`src/rtl/stream_packet_arbiter_if.sv`:
```
// Stream bundle shared by the packet arbiter and whatever surrounds it:
// N request streams in (rx side), one merged stream out (tx side), plus the
// current grant status. The master side drives the requests and the
// downstream ready; the slave side is the arbiter itself.
interface stream_packet_arbiter_if #(
    parameter int N_PORTS = 4,
    parameter int DATA_W  = 32
);
    localparam int ID_W = (N_PORTS > 1) ? $clog2(N_PORTS) : 1;

    // Per-port request streams
    logic [N_PORTS-1:0]        valid_rx;
    logic [N_PORTS-1:0]        ready_rx;
    logic [N_PORTS-1:0]        first_rx;
    logic [N_PORTS-1:0]        last_rx;
    logic [N_PORTS*DATA_W-1:0] payload_rx;

    // Merged output stream
    logic                      valid_tx;
    logic                      ready_tx;
    logic                      first_tx;
    logic                      last_tx;
    logic [DATA_W-1:0]         payload_tx;

    // Grant status
    logic                      grant_valid;
    logic [ID_W-1:0]           grant_id;

    modport master (
        output valid_rx, first_rx, last_rx, payload_rx, ready_tx,
        input  ready_rx, valid_tx, first_tx, last_tx, payload_tx,
        input  grant_valid, grant_id
    );

    modport slave (
        input  valid_rx, first_rx, last_rx, payload_rx, ready_tx,
        output ready_rx, valid_tx, first_tx, last_tx, payload_tx,
        output grant_valid, grant_id
    );
endinterface

```
`src/rtl/stream_packet_arbiter.sv`:
```
// Packet-granular round-robin arbiter. One requester at a time owns the
// single output stream from its winning beat until a beat flagged `last`
// has transferred. The tx side is a pure combinational mux of the owning
// port: no buffering, no added beat latency. Every packet boundary costs
// exactly one IDLE cycle in which the next owner is chosen.
module stream_packet_arbiter #(
    parameter int N_PORTS = 4,
    parameter int DATA_W  = 32
) (
    input logic                  clk,
    input logic                  rst,
    stream_packet_arbiter_if.slave bus
);
    localparam int ID_W = (N_PORTS > 1) ? $clog2(N_PORTS) : 1;

    typedef enum logic {
        IDLE   = 1'b0,
        LOCKED = 1'b1
    } state_t;

    state_t              state;
    logic [ID_W-1:0]     grant_id_q;   // owner while LOCKED, last winner otherwise
    logic [ID_W-1:0]     last_grant;   // round-robin pointer: search starts one above
    logic                grant_valid_q;

    logic [ID_W-1:0]     winner;
    logic                any_valid;
    int                  idx;

    logic                sel_valid;
    logic                sel_first;
    logic                sel_last;
    logic [DATA_W-1:0]   sel_payload;
    logic [N_PORTS-1:0]  ready_rx_d;
    logic                xfer;

    assign any_valid = |bus.valid_rx;

    // Round-robin pick: the first valid port at or after last_grant+1, wrapping.
    always_comb begin
        // NOTE: every always_comb output gets a default before any branch;
        // a path that leaves one unassigned would infer a latch.
        winner = last_grant;
        idx    = 0;
        // Walk from the farthest offset down to the nearest so the closest
        // valid port (the highest priority one) is the last assignment.
        for (int off = N_PORTS; off >= 1; off--) begin
            idx = int'(last_grant) + off;
            if (idx >= N_PORTS) begin
                idx = idx - N_PORTS;
            end
            if (bus.valid_rx[idx]) begin
                winner = ID_W'(idx);
            end
        end
    end

    // Output mux: forward the owning port verbatim while LOCKED, zeros in IDLE.
    always_comb begin
        sel_valid   = 1'b0;
        sel_first   = 1'b0;
        sel_last    = 1'b0;
        sel_payload = '0;
        if (state == LOCKED) begin
            for (int i = 0; i < N_PORTS; i++) begin
                if (grant_id_q == ID_W'(i)) begin
                    sel_valid   = bus.valid_rx[i];
                    sel_first   = bus.first_rx[i];
                    sel_last    = bus.last_rx[i];
                    sel_payload = bus.payload_rx[i*DATA_W +: DATA_W];
                end
            end
        end
    end

    // Ready steering: only the owner sees the downstream ready. The handshake
    // is held off while rst is high so no beat is consumed on either side of
    // a reset cycle.
    always_comb begin
        ready_rx_d = '0;
        if (state == LOCKED && !rst) begin
            for (int i = 0; i < N_PORTS; i++) begin
                if (grant_id_q == ID_W'(i)) begin
                    ready_rx_d[i] = bus.ready_tx;
                end
            end
        end
    end

    assign xfer = sel_valid & bus.ready_tx;

    // Lock FSM: take a winner in IDLE, release after the last beat transfers.
    always_ff @(posedge clk) begin
        // NOTE: sequential state uses non-blocking assignments so every
        // register samples the pre-edge values of all the others.
        if (rst) begin
            state         <= IDLE;
            grant_id_q    <= '0;
            grant_valid_q <= 1'b0;
            last_grant    <= ID_W'(N_PORTS - 1);
        end else begin
            case (state)
                IDLE: begin
                    if (any_valid) begin
                        grant_id_q    <= winner;
                        grant_valid_q <= 1'b1;
                        state         <= LOCKED;
                    end
                end
                LOCKED: begin
                    // Gaps in the owner's valid never release the lock;
                    // only a transferred last beat does.
                    if (xfer && sel_last) begin
                        last_grant    <= grant_id_q;
                        grant_valid_q <= 1'b0;
                        state         <= IDLE;
                    end
                end
                default: begin
                    grant_valid_q <= 1'b0;
                    state         <= IDLE;
                end
            endcase
        end
    end

    assign bus.valid_tx    = sel_valid & ~rst;
    assign bus.first_tx    = sel_first;
    assign bus.last_tx     = sel_last;
    assign bus.payload_tx  = sel_payload;
    assign bus.ready_rx    = ready_rx_d;
    assign bus.grant_valid = grant_valid_q;
    assign bus.grant_id    = grant_id_q;

endmodule

```
`src/flat_wrapper.sv`:
```
// flat-port wrapper written by rule: the top's interface ports become plain ports
module stream_packet_arbiter_flat 
#(
    parameter int N_PORTS = 4,
    parameter int DATA_W  = 32
)
  (clk, rst, bus_valid_rx, bus_first_rx, bus_last_rx, bus_payload_rx, bus_ready_tx, bus_ready_rx, bus_valid_tx, bus_first_tx, bus_last_tx, bus_payload_tx, bus_grant_valid, bus_grant_id);
  stream_packet_arbiter_if #(.N_PORTS(N_PORTS), .DATA_W(DATA_W)) bus_i ();
  input logic clk;
  input logic rst;
  input wire logic [$bits(bus_i.valid_rx)-1:0] bus_valid_rx;
  input wire logic [$bits(bus_i.first_rx)-1:0] bus_first_rx;
  input wire logic [$bits(bus_i.last_rx)-1:0] bus_last_rx;
  input wire logic [$bits(bus_i.payload_rx)-1:0] bus_payload_rx;
  input wire logic [$bits(bus_i.ready_tx)-1:0] bus_ready_tx;
  output wire logic [$bits(bus_i.ready_rx)-1:0] bus_ready_rx;
  output wire logic [$bits(bus_i.valid_tx)-1:0] bus_valid_tx;
  output wire logic [$bits(bus_i.first_tx)-1:0] bus_first_tx;
  output wire logic [$bits(bus_i.last_tx)-1:0] bus_last_tx;
  output wire logic [$bits(bus_i.payload_tx)-1:0] bus_payload_tx;
  output wire logic [$bits(bus_i.grant_valid)-1:0] bus_grant_valid;
  output wire logic [$bits(bus_i.grant_id)-1:0] bus_grant_id;
  assign bus_i.valid_rx = bus_valid_rx;
  assign bus_i.first_rx = bus_first_rx;
  assign bus_i.last_rx = bus_last_rx;
  assign bus_i.payload_rx = bus_payload_rx;
  assign bus_i.ready_tx = bus_ready_tx;
  assign bus_ready_rx = bus_i.ready_rx;
  assign bus_valid_tx = bus_i.valid_tx;
  assign bus_first_tx = bus_i.first_tx;
  assign bus_last_tx = bus_i.last_tx;
  assign bus_payload_tx = bus_i.payload_tx;
  assign bus_grant_valid = bus_i.grant_valid;
  assign bus_grant_id = bus_i.grant_id;
  stream_packet_arbiter #(.N_PORTS(N_PORTS), .DATA_W(DATA_W)) u_core (.clk(clk), .rst(rst), .bus(bus_i));
endmodule
```
`config.mk`:
```
export PLATFORM = sky130hd
export DESIGN_NAME = stream_packet_arbiter_flat
export DESIGN_NICKNAME = d
export VERILOG_FILES = /design/src/rtl/stream_packet_arbiter_if.sv /design/src/rtl/stream_packet_arbiter.sv /design/src/flat_wrapper.sv
export SDC_FILE = /design/constraint.sdc
export NUM_CORES = 1
export LEC_CHECK = 0
export CORE_UTILIZATION = 27
export CTS_CLUSTER_DIAMETER = 50
export DETAILED_ROUTE_END_ITERATION = 8
export GPL_TIMING_DRIVEN = 0
export HOLD_SLACK_MARGIN = 0.15
export PLACE_DENSITY = 0.83
export SLEW_MARGIN = 15
export SYNTH_ARGS = -nofsm -noshare
export SYNTH_HDL_FRONTEND = slang
export SYNTH_SLANG_ARGS = --single-unit
```
`constraint.sdc`:
```
create_clock -name clk -period 1.84 [get_ports clk]
set_input_delay 0.46 -clock clk [delete_from_list [all_inputs] [get_ports clk]]
set_output_delay 0.46 -clock clk [all_outputs]
set_load 0.02 [all_outputs]
```
## After elaboration in Yosys (flattened, before gate mapping)

Index checks and enable logic that the tools add are counted.
W data, S select, Z words.

| word-level totals | value |
|---|---|
| flip-flop bits (word level) | 6 |
| input bits | 143 |
| output and inout bits | 42 |
| word-level logic and storage cells | 88 |

| cells by class | value |
|---|---|
| add/sub/neg operators | 8 |
| magnitude comparators | 8 |
| equal/unequal tests | 5 |
| multiplexer cells | 51 |
| bitwise operators | 4 |
| reductions and logical operators | 8 |

Operator list:

| kind | count |
|---|---|
| $mux W32 | 9 |
| $ge A32 B4 Y1 const B | 4 |
| $lt A32 B4 Y1 const B | 4 |
| $sub A32 B4 Y32 const B | 4 |
| $mux W1 | 31 |
| $bmux W1 S2 | 4 |
| $mux W2 | 4 |
| $add A2 B2 Y3 const B | 2 |
| $reduce_and A2 Y1 | 3 |
| $add A2 B3 Y4 const B | 1 |
| $eq A2 B2 Y1 const B | 2 |
| $mux W4 | 1 |
| $pmux W1 S2 | 2 |
| $reduce_or A4 Y1 | 1 |
| $add A2 B1 Y3 const B | 1 |
| $and A1 B1 Y1 | 2 |
| $eq A2 B1 Y1 const B | 1 |
| $logic_and A1 B1 Y1 | 2 |
| $logic_not A2 Y1 | 1 |
| $ne A2 B1 Y1 const B | 1 |
| $ne A2 B2 Y1 const B | 1 |
| $not A1 Y1 | 2 |
| $logic_not A1 Y1 | 1 |

## Depth between registers and ports, before layout

| depth | value |
|---|---|
| depth in word-level cells | 10 |
| depth in mapped cells | 5 |
| mapped depth without buffers | 4 |

## Worst setup path before layout

Ideal clock, no wire load.

| timing path | value |
|---|---|
| path type | register -> output |
| from | reg u_core.grant_id_q[0], in the netlist u_core.bus.grant_id[0] |
| to | out bus_payload_tx[10] |
| arrival | 1.490 ns |
| required time | 1.380 ns |
| setup slack | -0.110 ns |
| stages on the path, launching flop included | 5 |
| path through | dfxtp_1 buf_6 buf_12 mux4_2 and2_1 |

| on the way | value |
|---|---|
| word-level cells in the longest chain between the ends | 6 |
| elaborated cells on any way between the ends | 9 |

RTL lines:

| what | line | text |
|---|---|---|
| start: declaration | stream_packet_arbiter.sv:22 | `logic [ID_W-1:0] grant_id_q;` |
| start signal: assignment | stream_packet_arbiter.sv:105 | `grant_id_q <= winner;` |
| $logic_not A2 Y1 | stream_packet_arbiter.sv:66 | `if (grant_id_q == ID_W'(i)) begin` |
| $mux W32 (3 in series) | stream_packet_arbiter.sv:66 |  |
| $mux W32 * | stream_packet_arbiter.sv:66 |  |
| $mux W32 * | stream_packet_arbiter.sv:64 | `if (state == LOCKED) begin` |
| end: declaration | flat_wrapper.sv:20 | `output wire logic [$bits(bus_i.payload_tx)-1:0] bus_payload_tx;` |

Every way passes the cells marked *; elsewhere a longest branch is shown, timed or not.

## Final worst setup path

| timing path | value |
|---|---|
| from | reg u_core.grant_id_q[0], in the netlist u_core.bus.grant_id[0] |
| to | out bus_payload_tx[16] |

Same word-level chain as after synthesis.

==> run summary <==
The wire length per cell after detailed routing is 18.4 um. The launching instance or port of the critical path was u_core.bus.grant_id[0]. The most common cell in the synthesized netlist is sky130_fd_sc_hd__and2_1. The end point of the critical path was bus_payload_tx[16]. By area the synthesized netlist is led by sky130_fd_sc_hd__mux4_2, sky130_fd_sc_hd__and2_1, sky130_fd_sc_hd__mux4_1.

The worst endpoint required time came out at 1380 ps. The area growth from synthesis to layout is 159%. Derived from the worst setup path, the maximum achievable clock frequency is 464 MHz. TritonCTS created 3 clock buffers.

Synthesis produced a netlist whose cell count is 132. The sort of element at the start of the critical path was a register. The analysis attributes to cell leakage a power of 1.62 nW.

Reg-to-reg critical path endpoint: u_core.bus.grant_valid. In the synthesized netlist the async set-or-reset flop fraction comes to 0%. Counting buffers and inverters, the worst setup path is 5 cells deep. Setup violation total in the final timing report: 34. Global routing used 25.5% of the available tracks across all layers. The run gives 1 as the H-tree depth. For the pin with the worst max-slew slack, the measured transition is 445 ps. TritonCTS built the clock tree.

Traced cell by cell, the critical path runs through buf_12, buf_12, mux4_2, and2_4, buf_6. The post-synthesis net count is 275. The startpoint identified for the worst register-to-register timing path is u_core.bus.grant_id[1]. The effective utilization at floorplan was 28.6%. The fraction of power spent switching nets came out at 33.7%. The critical path contains buffers and inverters numbering 3 combined. The core region is 0.00524 mm2.

The first detailed-routing pass ran for 5 iterations. The number of global-route vias before repair was 2156. The die outline height is 76.5 um, and the post-detailed-routing wire length is 7600 um. At the worst endpoint, the arrival time is 1700 ps. The worst-case IR drop observed on VDD is 331 uV.

Setup repair after global routing could not meet its margin everywhere. The total of flip-flops plus latches after synthesis came out at 6. The critical setup path kind is reg -> out. The clock latency on the worst-skew pair was 230 ps. The portion of the clock cycle consumed by the worst path in the final layout came out at 117%. Clock tree synthesis found a total of 6 sinks. The largest driver fanout on the critical path is 7, and the hold violation count in the final report is 0. The run gives 10.5% as the share of power burned in the clock network. The kind of cell adding the most delay to the critical path is multiplexers. The clock root buffer is sky130_fd_sc_hd__clkbuf_8.

The worst min-delay path class was reg -> reg. The largest individual stage delay along the critical path comes from the cell sky130_fd_sc_hd__mux4_2. The placed wire-length estimate came out at 5910 um. The tools report the layout net count as 484.

The final route contains 2036 vias. Summing every instance area after synthesis gives 0.00150 mm2. For the combinational group share of total power, the log shows 81.4%. The final reports fail on negative setup slack.

The logs give 11 for the maximum number of pins on one net before global-route repair and 0.904 for the routability congestion estimate. The number of I/O port buffers is 184. The first routing iteration left 62 violations. The run gives 0 as the Yosys warning count. Of the cells placed in the final design, the portion with a size suffix greater than 1 is 45.0%.

Once placement completed, the tool counted placed cells totaling 386. The number of antenna violations at the first check in global routing is 1. The synthesized design spends more area on one cell type than any other, namely sky130_fd_sc_hd__mux4_2. On the final layout, the worst clock skew is 5.09 ps.

The overall die area was 0.00585 mm2; the post-layout utilization of the core was 74.1%. Dividing the detail-routed via count by the number of cells gives 4.94. Summed over all nets, the switching power comes to 0.000669 W. After synthesis, the most frequently instantiated cells are sky130_fd_sc_hd__and2_1, sky130_fd_sc_hd__mux4_2, sky130_fd_sc_hd__nor2_1. The tools report the count of non-filler cells in the finished layout as 412. In this run the deepest clock path goes through 2 buffers.

Power density over the cells: 512 mW/mm2. The cell seen most often among critical-path stages is sky130_fd_sc_hd__buf_12. The run finished, with violations left. Each instance of the synthesized netlist takes up on average 11.4 um2. The max-slew violation total from the final report is 0, and the first-pass GRT wire length is 11700 um.

185 I/O pins were placed. The count of flip-flops with a built-in enable after synthesis came out at 0. For this run the aggregate overflow at the end of global routing stands at 0. From left edge to right edge, the die measures 76.5 um.

The sequential area share after synthesis is 8.01%, and the max-capacitance violation count is 0. The count of nets left with antenna violations after detail routing came out at 0. In the routed design, unresolved DRC markers number 0. The delay contributed by the slowest stage of the critical path was 520 ps; the worst reg2reg path depth was 8. Worst path setup slack after routing: -315 ps.

The run gives 0.00132 W as the total internal power. STA classifies the critical path endpoint as an output port. The final critical-path required period was 2160 ps. The run gives 26 as the site row count. The netlist uses 28 different library cells. The share of synthesized area in the top cell type comes to 42.1%. The filler cell count is 374, and the clock slew seen by the registers of the worst setup and hold paths is 40 ps. Among all flip-flop cells after synthesis, the most frequent one is sky130_fd_sc_hd__dfxtp_1.

Across all register-to-register paths, the minimum setup slack is 150 ps. Of the total power, registers draw 8.1%. For the relative max-transition margin, the log shows 70.1%.
placed cells by master, fill, tap and decap left out, types with 2 or more instances in the layout:
cell and count:
sky130_fd_sc_hd__clkbuf_1 2, sky130_fd_sc_hd__buf_4 19, sky130_fd_sc_hd__nor3_2 2, sky130_fd_sc_hd__dlygate4sd2_1 20, sky130_fd_sc_hd__nor2_1 11, sky130_fd_sc_hd__mux2i_1 5, sky130_fd_sc_hd__dfxtp_1 4, sky130_fd_sc_hd__buf_12 7
sky130_fd_sc_hd__o21ai_0 3, sky130_fd_sc_hd__nand2b_4 2, sky130_fd_sc_hd__buf_2 2, sky130_fd_sc_hd__mux4_2 33, sky130_fd_sc_hd__buf_6 39, sky130_fd_sc_hd__clkbuf_8 4, sky130_fd_sc_hd__diode_2 2, sky130_fd_sc_hd__and2_4 33
sky130_fd_sc_hd__clkbuf_2 3, sky130_fd_sc_hd__clkdlybuf4s50_1 119, sky130_fd_sc_hd__nand2b_1 3, sky130_fd_sc_hd__a21oi_1 3, sky130_fd_sc_hd__mux2i_2 2, sky130_fd_sc_hd__dlymetal6s2s_1 5, sky130_fd_sc_hd__a211oi_1 2
metal layers:
layer / vias up / share of wire [%] / routed length, um / global-route usage [%]
met5: - / 0 / 0 / 0
met2: 110 / 53 / 4000 / 48.0
met4: 0 / 2.6 / 197 / 7.88
li1: 934 / - / - / -
met3: 17 / 7.1 / 539 / 5.75
met1: 975 / 38 / 2860 / 28.2
how the worst min path moves through the flow:
stage	depth (start not counted)	end	slack (ps)	startpoint
global route	2	u_core.bus.grant_valid	540	u_core.bus.grant_valid
global placement	2	u_core.bus.grant_valid	470	u_core.bus.grant_valid
CTS	2	u_core.bus.grant_valid	490	u_core.bus.grant_valid
floorplan	2	u_core.last_grant[0]	520	u_core.last_grant[0]
detailed placement	2	u_core.bus.grant_valid	480	u_core.bus.grant_valid
finish	2	u_core.bus.grant_valid	500	u_core.bus.grant_valid
registers in the layout (all words and copies together), names as in the netlist:
register / cells
u_core.bus.grant_id: 2
u_core.bus.grant_valid: 1
u_core.last_grant: 2
u_core.state: 1
what timing repair did:
item                                    in CTS  in global routing
gates resized for setup                    291                 35
hold endpoints to repair                     0                  0
endpoints found under the setup margin      39                 39
hold buffers                                 0                  0
setup buffers                                8                 10
gates cloned                                 3                  1
pin swaps                                    3                  2
cell families after synthesis:
group / share of synthesized area, %
AO/OA/AOI/OAI: 5.17
buffers and inverters: 8.76
flip-flops: 8.01
multiplexers: 55.5
AND/OR/NAND/NOR: 22.5
per-stage QoR:
stage                     TNS (ps)  setup slack, ps  hold slack, ps  cell area, um2  power [W]
final                        -8710             -315             496            3880    0.00199
after global routing        -10200             -347             542            3880    0.00209
after detailed placement    -25120             -740             483            3440    0.00147
after global placement      -24430             -719             469            3440    0.00145
after floorplan                  0             8.05             521            1510   0.000824
after CTS                    -9670             -381             490            3720    0.00191
power by group through the flow:
stage	combinational [W]	sequential, W	clock (W)
floorplan	0.000655	0.000169	0
global placement	0.00129	0.000158	0
detailed placement	0.00131	0.000159	0
CTS	0.00154	0.000162	0.000211
global route	0.00170	0.000164	0.000222
finish	0.00162	0.000162	0.000208
layout make-up:
type,count,area [um2],share of cell area [%]
sequential,6,125,3.22
tap,70,87.6,2.26
multi-input combinational,110,1360,35.0
clock buffer,4,45.0,1.16
buffer,15,185,4.77
timing repair buffer,204,2070,53.4
antenna,2,5.00,0.129
inverter,1,3.75,0.0967
worst min-delay path: cells and delay by family (launching register included):
kind	cells	cell delay, ps
AOI/OAI and AO/OA	1	70
DFF	1	310
and+or+nand+nor	1	70
No activity file was read; power rests on OpenSTA's default activity.
